`src/rtl/mips_ctrl_pkg.sv`:
```
// Purpose: shared encodings for the multicycle MIPS controller (opcodes, functs, ALU codes, states).
// Latency: n/a (constants and pure functions only).
// Backpressure: n/a.
package mips_ctrl_pkg;

    // Instruction opcodes, Instr[31:26]
    localparam logic [5:0] OP_RTYPE = 6'b000000;
    localparam logic [5:0] OP_LW    = 6'b100011;
    localparam logic [5:0] OP_SW    = 6'b101011;
    localparam logic [5:0] OP_BEQ   = 6'b000100;
    localparam logic [5:0] OP_ADDI  = 6'b001000;

    // R-type function field, Instr[5:0]
    localparam logic [5:0] FN_ADD = 6'b100000;
    localparam logic [5:0] FN_SUB = 6'b100010;
    localparam logic [5:0] FN_AND = 6'b100100;
    localparam logic [5:0] FN_OR  = 6'b100101;
    localparam logic [5:0] FN_SLT = 6'b101010;

    // ALU operation codes seen by data_path
    localparam logic [2:0] ALU_AND = 3'b000;
    localparam logic [2:0] ALU_OR  = 3'b001;
    localparam logic [2:0] ALU_ADD = 3'b010;
    localparam logic [2:0] ALU_SUB = 3'b110;
    localparam logic [2:0] ALU_SLT = 3'b111;

    // ALUOp from the FSM to the ALU decoder
    localparam logic [1:0] ALUOP_ADD   = 2'b00;
    localparam logic [1:0] ALUOP_SUB   = 2'b01;
    localparam logic [1:0] ALUOP_FUNCT = 2'b10;

    // ALU B operand select
    localparam logic [1:0] SRCB_REG  = 2'b00;
    localparam logic [1:0] SRCB_FOUR = 2'b01;
    localparam logic [1:0] SRCB_IMM  = 2'b10;

    typedef enum logic [3:0] {
        S_FETCH   = 4'd0,
        S_DECODE  = 4'd1,
        S_MEMADR  = 4'd2,
        S_MEMRD   = 4'd3,
        S_MEMWB   = 4'd4,
        S_MEMWR   = 4'd5,
        S_EXECUTE = 4'd6,
        S_ALUWB   = 4'd7,
        S_BRANCH  = 4'd8,
        S_ADDIEX  = 4'd9,
        S_ADDIWB  = 4'd10
    } state_e;

    // True for the opcodes this controller executes; everything else retires as a no-op.
    function automatic logic op_supported(input logic [5:0] op);
        return (op == OP_RTYPE) || (op == OP_LW) || (op == OP_SW) ||
               (op == OP_BEQ)   || (op == OP_ADDI);
    endfunction

endpackage

```
`src/rtl/mips_multi_control_alu_decoder.sv`:
```
// Purpose: maps FSM ALUOp plus R-type funct to the data_path ALU control code.
// Latency: combinational, zero cycles.
// Backpressure: none.
module mips_alu_decoder
    import mips_ctrl_pkg::*;
(
    input  logic [1:0] alu_op,
    input  logic [5:0] funct,
    output logic [2:0] alu_ctrl
);

    // Fixed add/sub for address and branch work; funct decode only for R-type execute
    always_comb begin
        alu_ctrl = ALU_ADD;
        case (alu_op)
            ALUOP_SUB: alu_ctrl = ALU_SUB;
            ALUOP_FUNCT: begin
                case (funct)
                    FN_ADD:  alu_ctrl = ALU_ADD;
                    FN_SUB:  alu_ctrl = ALU_SUB;
                    FN_AND:  alu_ctrl = ALU_AND;
                    FN_OR:   alu_ctrl = ALU_OR;
                    FN_SLT:  alu_ctrl = ALU_SLT;
                    // Unknown funct still executes as add and writes back
                    default: alu_ctrl = ALU_ADD;
                endcase
            end
            default: alu_ctrl = ALU_ADD;
        endcase
    end

endmodule

```
`src/rtl/mips_multi_control.sv`:
```
// Purpose: multicycle MIPS main controller (Moore FSM) sequencing data_path one instruction at a time.
// Latency: FETCH-to-FETCH lw 5, sw/R-type/addi 4, beq 3, unsupported opcode 2 cycles.
// Backpressure: none; advances every cycle. ST_W below 4 cannot hold the state codes and is not allowed.
module mips_multi_control
    import mips_ctrl_pkg::*;
#(
    parameter int ST_W = 4
) (
    input  logic       clk,
    input  logic       rst,
    input  logic [5:0] op,
    input  logic [5:0] funct,
    input  logic       Zero,
    output logic       IorD,
    output logic       MemWrite,
    output logic       IRWrite,
    output logic       RegWrite,
    output logic       PCSrc,
    output logic       ALUSrcA,
    output logic       MemtoReg,
    output logic       RegDst,
    output logic       PCene,
    output logic [1:0] ALUSrcB,
    output logic [2:0] ALUSControl,
    output logic       instr_done,
    output logic       illegal_op
);

    logic [ST_W-1:0] state;
    logic [1:0]      alu_op;

    // State register and next-state selection; unused codes fall back to FETCH
    always_ff @(posedge clk or posedge rst) begin
        if (rst) begin
            state <= ST_W'(S_FETCH);
        end else begin
            case (state)
                ST_W'(S_FETCH):  state <= ST_W'(S_DECODE);
                ST_W'(S_DECODE): begin
                    case (op)
                        OP_LW, OP_SW: state <= ST_W'(S_MEMADR);
                        OP_RTYPE:     state <= ST_W'(S_EXECUTE);
                        OP_BEQ:       state <= ST_W'(S_BRANCH);
                        OP_ADDI:      state <= ST_W'(S_ADDIEX);
                        default:      state <= ST_W'(S_FETCH);
                    endcase
                end
                ST_W'(S_MEMADR):  state <= (op == OP_LW) ? ST_W'(S_MEMRD) : ST_W'(S_MEMWR);
                ST_W'(S_MEMRD):   state <= ST_W'(S_MEMWB);
                ST_W'(S_EXECUTE): state <= ST_W'(S_ALUWB);
                ST_W'(S_ADDIEX):  state <= ST_W'(S_ADDIWB);
                default:          state <= ST_W'(S_FETCH);
            endcase
        end
    end

    // Moore output decode; only DECODE looks at op and only BRANCH looks at Zero
    always_comb begin
        IorD       = 1'b0;
        MemWrite   = 1'b0;
        IRWrite    = 1'b0;
        RegWrite   = 1'b0;
        PCSrc      = 1'b0;
        ALUSrcA    = 1'b0;
        MemtoReg   = 1'b0;
        RegDst     = 1'b0;
        PCene      = 1'b0;
        ALUSrcB    = SRCB_REG;
        alu_op     = ALUOP_ADD;
        instr_done = 1'b0;
        illegal_op = 1'b0;
        case (state)
            ST_W'(S_FETCH): begin
                IRWrite = 1'b1;
                PCene   = 1'b1;
                ALUSrcB = SRCB_FOUR;
            end
            ST_W'(S_DECODE): begin
                // Branch target lands in ALUOut whether or not it is a beq
                ALUSrcB = SRCB_IMM;
                if (!op_supported(op)) begin
                    illegal_op = 1'b1;
                    instr_done = 1'b1;
                end
            end
            ST_W'(S_MEMADR), ST_W'(S_ADDIEX): begin
                ALUSrcA = 1'b1;
                ALUSrcB = SRCB_IMM;
            end
            ST_W'(S_MEMRD): IorD = 1'b1;
            ST_W'(S_MEMWB): begin
                MemtoReg   = 1'b1;
                RegWrite   = 1'b1;
                instr_done = 1'b1;
            end
            ST_W'(S_MEMWR): begin
                IorD       = 1'b1;
                MemWrite   = 1'b1;
                instr_done = 1'b1;
            end
            ST_W'(S_EXECUTE): begin
                ALUSrcA = 1'b1;
                alu_op  = ALUOP_FUNCT;
            end
            ST_W'(S_ALUWB): begin
                RegDst     = 1'b1;
                RegWrite   = 1'b1;
                instr_done = 1'b1;
            end
            ST_W'(S_BRANCH): begin
                ALUSrcA    = 1'b1;
                alu_op     = ALUOP_SUB;
                PCSrc      = 1'b1;
                PCene      = Zero;
                instr_done = 1'b1;
            end
            ST_W'(S_ADDIWB): begin
                RegWrite   = 1'b1;
                instr_done = 1'b1;
            end
            default: ;
        endcase
    end

    mips_alu_decoder u_alu_dec (
        .alu_op   (alu_op),
        .funct    (funct),
        .alu_ctrl (ALUSControl)
    );

endmodule

```
`config.mk`:
```
export PLATFORM = sky130hd
export DESIGN_NAME = mips_multi_control
export DESIGN_NICKNAME = d
export VERILOG_FILES = /design/src/rtl/mips_ctrl_pkg.sv /design/src/rtl/mips_multi_control_alu_decoder.sv /design/src/rtl/mips_multi_control.sv
export SDC_FILE = /design/constraint.sdc
export NUM_CORES = 1
export LEC_CHECK = 0
export CAP_MARGIN = 20
export CORE_MARGIN = 2
export CORE_UTILIZATION = 30
export CTS_CLUSTER_DIAMETER = 30
export CTS_CLUSTER_SIZE = 12
export DETAILED_ROUTE_END_ITERATION = 8
export DONT_BUFFER_PORTS = 1
export HOLD_SLACK_MARGIN = 0.1
export SYNTH_ARGS = -nofsm -noshare
export SYNTH_HDL_FRONTEND = slang
export SYNTH_SLANG_ARGS = --single-unit
```
`constraint.sdc`:
```
create_clock -name clk -period 4.5 [get_ports clk]
set_input_delay 0.45 -clock clk [delete_from_list [all_inputs] [get_ports clk]]
set_output_delay 0.45 -clock clk [all_outputs]
set_load 0.01 [all_outputs]
```
==> summary.txt <==
overall routing resource usage: 11.9%
nets@finish: 94
CP Launch Type: flip-flop
most used cell, CP: inv_1
busiest metal layer after global routing: met2
largest registers: state: 4 flops
Reg with most FFs: state
IO buf count: 0
number of flops mapped to enable cells by yosys: 0
Fillers: 204
core area: 1760 sq um
IO Pins: 31
Max Fclk: 0.354 GHz
die height: 47.6 um
commonest cells in the netlist: inv_1, nor2_1, nor2b_1, nor3_1, nor4_1
HPWL after DPL: 1.04 mm
CTS buffer count: 3
Max Cap Violations: 0
Synth warnings: 0
H-tree depth: 1
Main synth FF type: dfrtp_1
Crit-path slowest cell: dfrtp_1
pin count of the biggest net entering global routing: 20
row count: 15
DR WL/cell: 13.5 um
CTS tree: done
Flop pwr share: 31.4%
Worst-Margin Slew: 0.584 ns
Mapped Area: 571 sq um
Antenna Cells: 0
Arr. time, crit path: 2.38 ns
final core occ: 34.5%
via count: 554
largest area contributor in the synthesized netlist: dfrtp_1
final setup violation count: 0
combinational share of power: 48.8%
Clk Latency, worst-skew pair: 0.24 ns
Clock Path Buffers: 2
Cell variety after synth: 34
synthesized area per cell: 7.61 sq um
P_leak: 0.250 nW
RSZ-0062 raised after global routing: false
worst vdd ir: 0.000163 V
setup TNS: 0 ns
ratio of total power to cell area: 369 nW/um^2
max reg flops: 4
met3 GRT Util: 2.64%
vias in the first global route: 457
clock transition at the registers of the reported paths: 0.04 ns
CP required: 4.05 ns
post-synthesis sequential area ratio: 17.5%
DRT Pass-1 Iters: 2
synth top area cells: dfrtp_1, ha_1, nor2b_1
total congestion overflow: 0
Switch Pwr: 110 uW
Power Internal: 115 uW
CTS Root Cell: clkbuf_4
status: completed
antenna violations before repair: 0
die area: 2270 sq um
Final Max Tran Viols: 0
synthesis-stage register bit count: 4
async set or reset register ratio after synthesis: 100%
met1 Use GR: 14.9%
net count after synthesis: 93
skew final: 0.00249 ns
CP Max Fanout: 19
ANT nets after route: 0
DR vias/cell: 5.60
CTS sink cnt: 4
first-pass GRT wire length: 1.86 mm
global-route track usage on met2: 18.9%
DRC: 0
Synth top area share: 17.5%
fin crit share: 62.9%
Sw Ratio: 48.7%
critical path class: flip-flop to output port
Initial Utilization: 32.3%
Max stage delay on crit path: 0.58 ns
GP Congestion: 0.775
area growth from synthesis to layout: 6.80%
Hold Vio Cnt, Final: 0
Relative slew margins: 61.1%
initial DRC count: 6
Cells after Synth: 75
share of layout cells above drive strength 1: 9.46%
total wire length: 1.34 mm
die width: 47.6 um
fin crit period: 2.83 ns
Clk pwr share: 19.8%
Hold Crit Class: input pin to flip-flop
CP endpoint kind: output port
CP Cell Sequence: nor3b_1 -> nand2_1 -> inv_1 -> ha_1 -> inv_1 -> nor4_1 -> a32o_1
-- per-layer routing --
metal	part of all wire [%]	wire (um)
met4	1.3	17
met1	46	609
met5	0	0
met2	46	617
met3	6.7	90
-- metrics by stage --
step                total power [mW]  instances  setup slack (ns)  cell area [sq um]  hold WS, ns
floorplan                      0.165         75              2.27                571        0.216
global placement               0.179         95              2.05                577        0.232
detailed placement             0.181         95              1.91                577        0.234
CTS                            0.228         99              1.66                609        0.352
global route                   0.246         99              1.49                609        0.345
finish                         0.225         99              1.67                609        0.356
-- cell type report --
| cell class | instances | area, sq um | area share [%] |
|---|---|---|---|
| inverter | 5 | 18.8 | 3.08 |
| timing repair buffer | 1 | 10.0 | 1.64 |
| clock buffer | 3 | 22.5 | 3.70 |
| multi-input combinational | 61 | 427 | 70.0 |
| tap | 25 | 31.3 | 5.13 |
| sequential | 4 | 100 | 16.4 |
-- final timing paths --
path                                from              to  slack [ns]  depth (start not counted)
worst min register to register  state[0]        state[2]        0.85                          2
worst min-delay path               op[3]        state[0]        0.36                          1
min in group asynchronous            rst        state[3]        0.54                          2
max in group asynchronous            rst        state[2]        3.81                          2
worst max register to register  state[3]        state[1]        3.05                          3
worst max-delay path            state[3]  ALUSControl[0]        1.67                          7
-- placed cells by master, fill, tap and decap left out, types with 2 or more instances in the layout --
cell	n
nor4_1	5
o21a_1	2
nor2_1	5
nor3_1	5
nand2b_1	4
nor3b_1	4
ha_1	3
o21ai_0	2
xnor2_1	2
clkbuf_4	3
nand2_1	4
dfrtp_1	4
nand3_1	2
inv_1	5
a21o_1	2
nor2b_1	5
-- repair_timing --
action / in CTS / in global routing
hold buffers: 1 / 0
gates resized for setup: 0 / 0
endpoints found under the hold margin: 4 / 0
setup buffers: 0 / 0
-- power groups by stage --
stage          Sequential [mW]  Clock [mW]  Combinational (mW)
2_1_floorplan           0.0504           0               0.115
3_3_place_gp            0.0694           0               0.109
3_5_place_dp            0.0706           0               0.110
4_1_cts                 0.0702      0.0466               0.111
5_1_grt                 0.0736      0.0501               0.122
6_report                0.0705      0.0445               0.110
-- cells by family after synthesis --
group | count (synthesis) | share of synthesized area [%]
compound gates | 16 | 21.7
fa+ha+maj | 3 | 6.58
flops | 4 | 17.5
simple gates | 40 | 43.4
buf+inv | 10 | 7.68
xor+xnor | 2 | 3.07
-- worst max-delay path, delay by kind of cell (launching register included) --
family | cells | cell delay [ns]
buffers and inverters | 2 | 0.15
flip-flops | 1 | 0.58
AND/OR/NAND/NOR | 3 | 1.01
AO/OA/AOI/OAI | 1 | 0.24
adder cells (fa/ha/maj) | 1 | 0.16
Note: power is estimated with default switching activity, not from simulation.
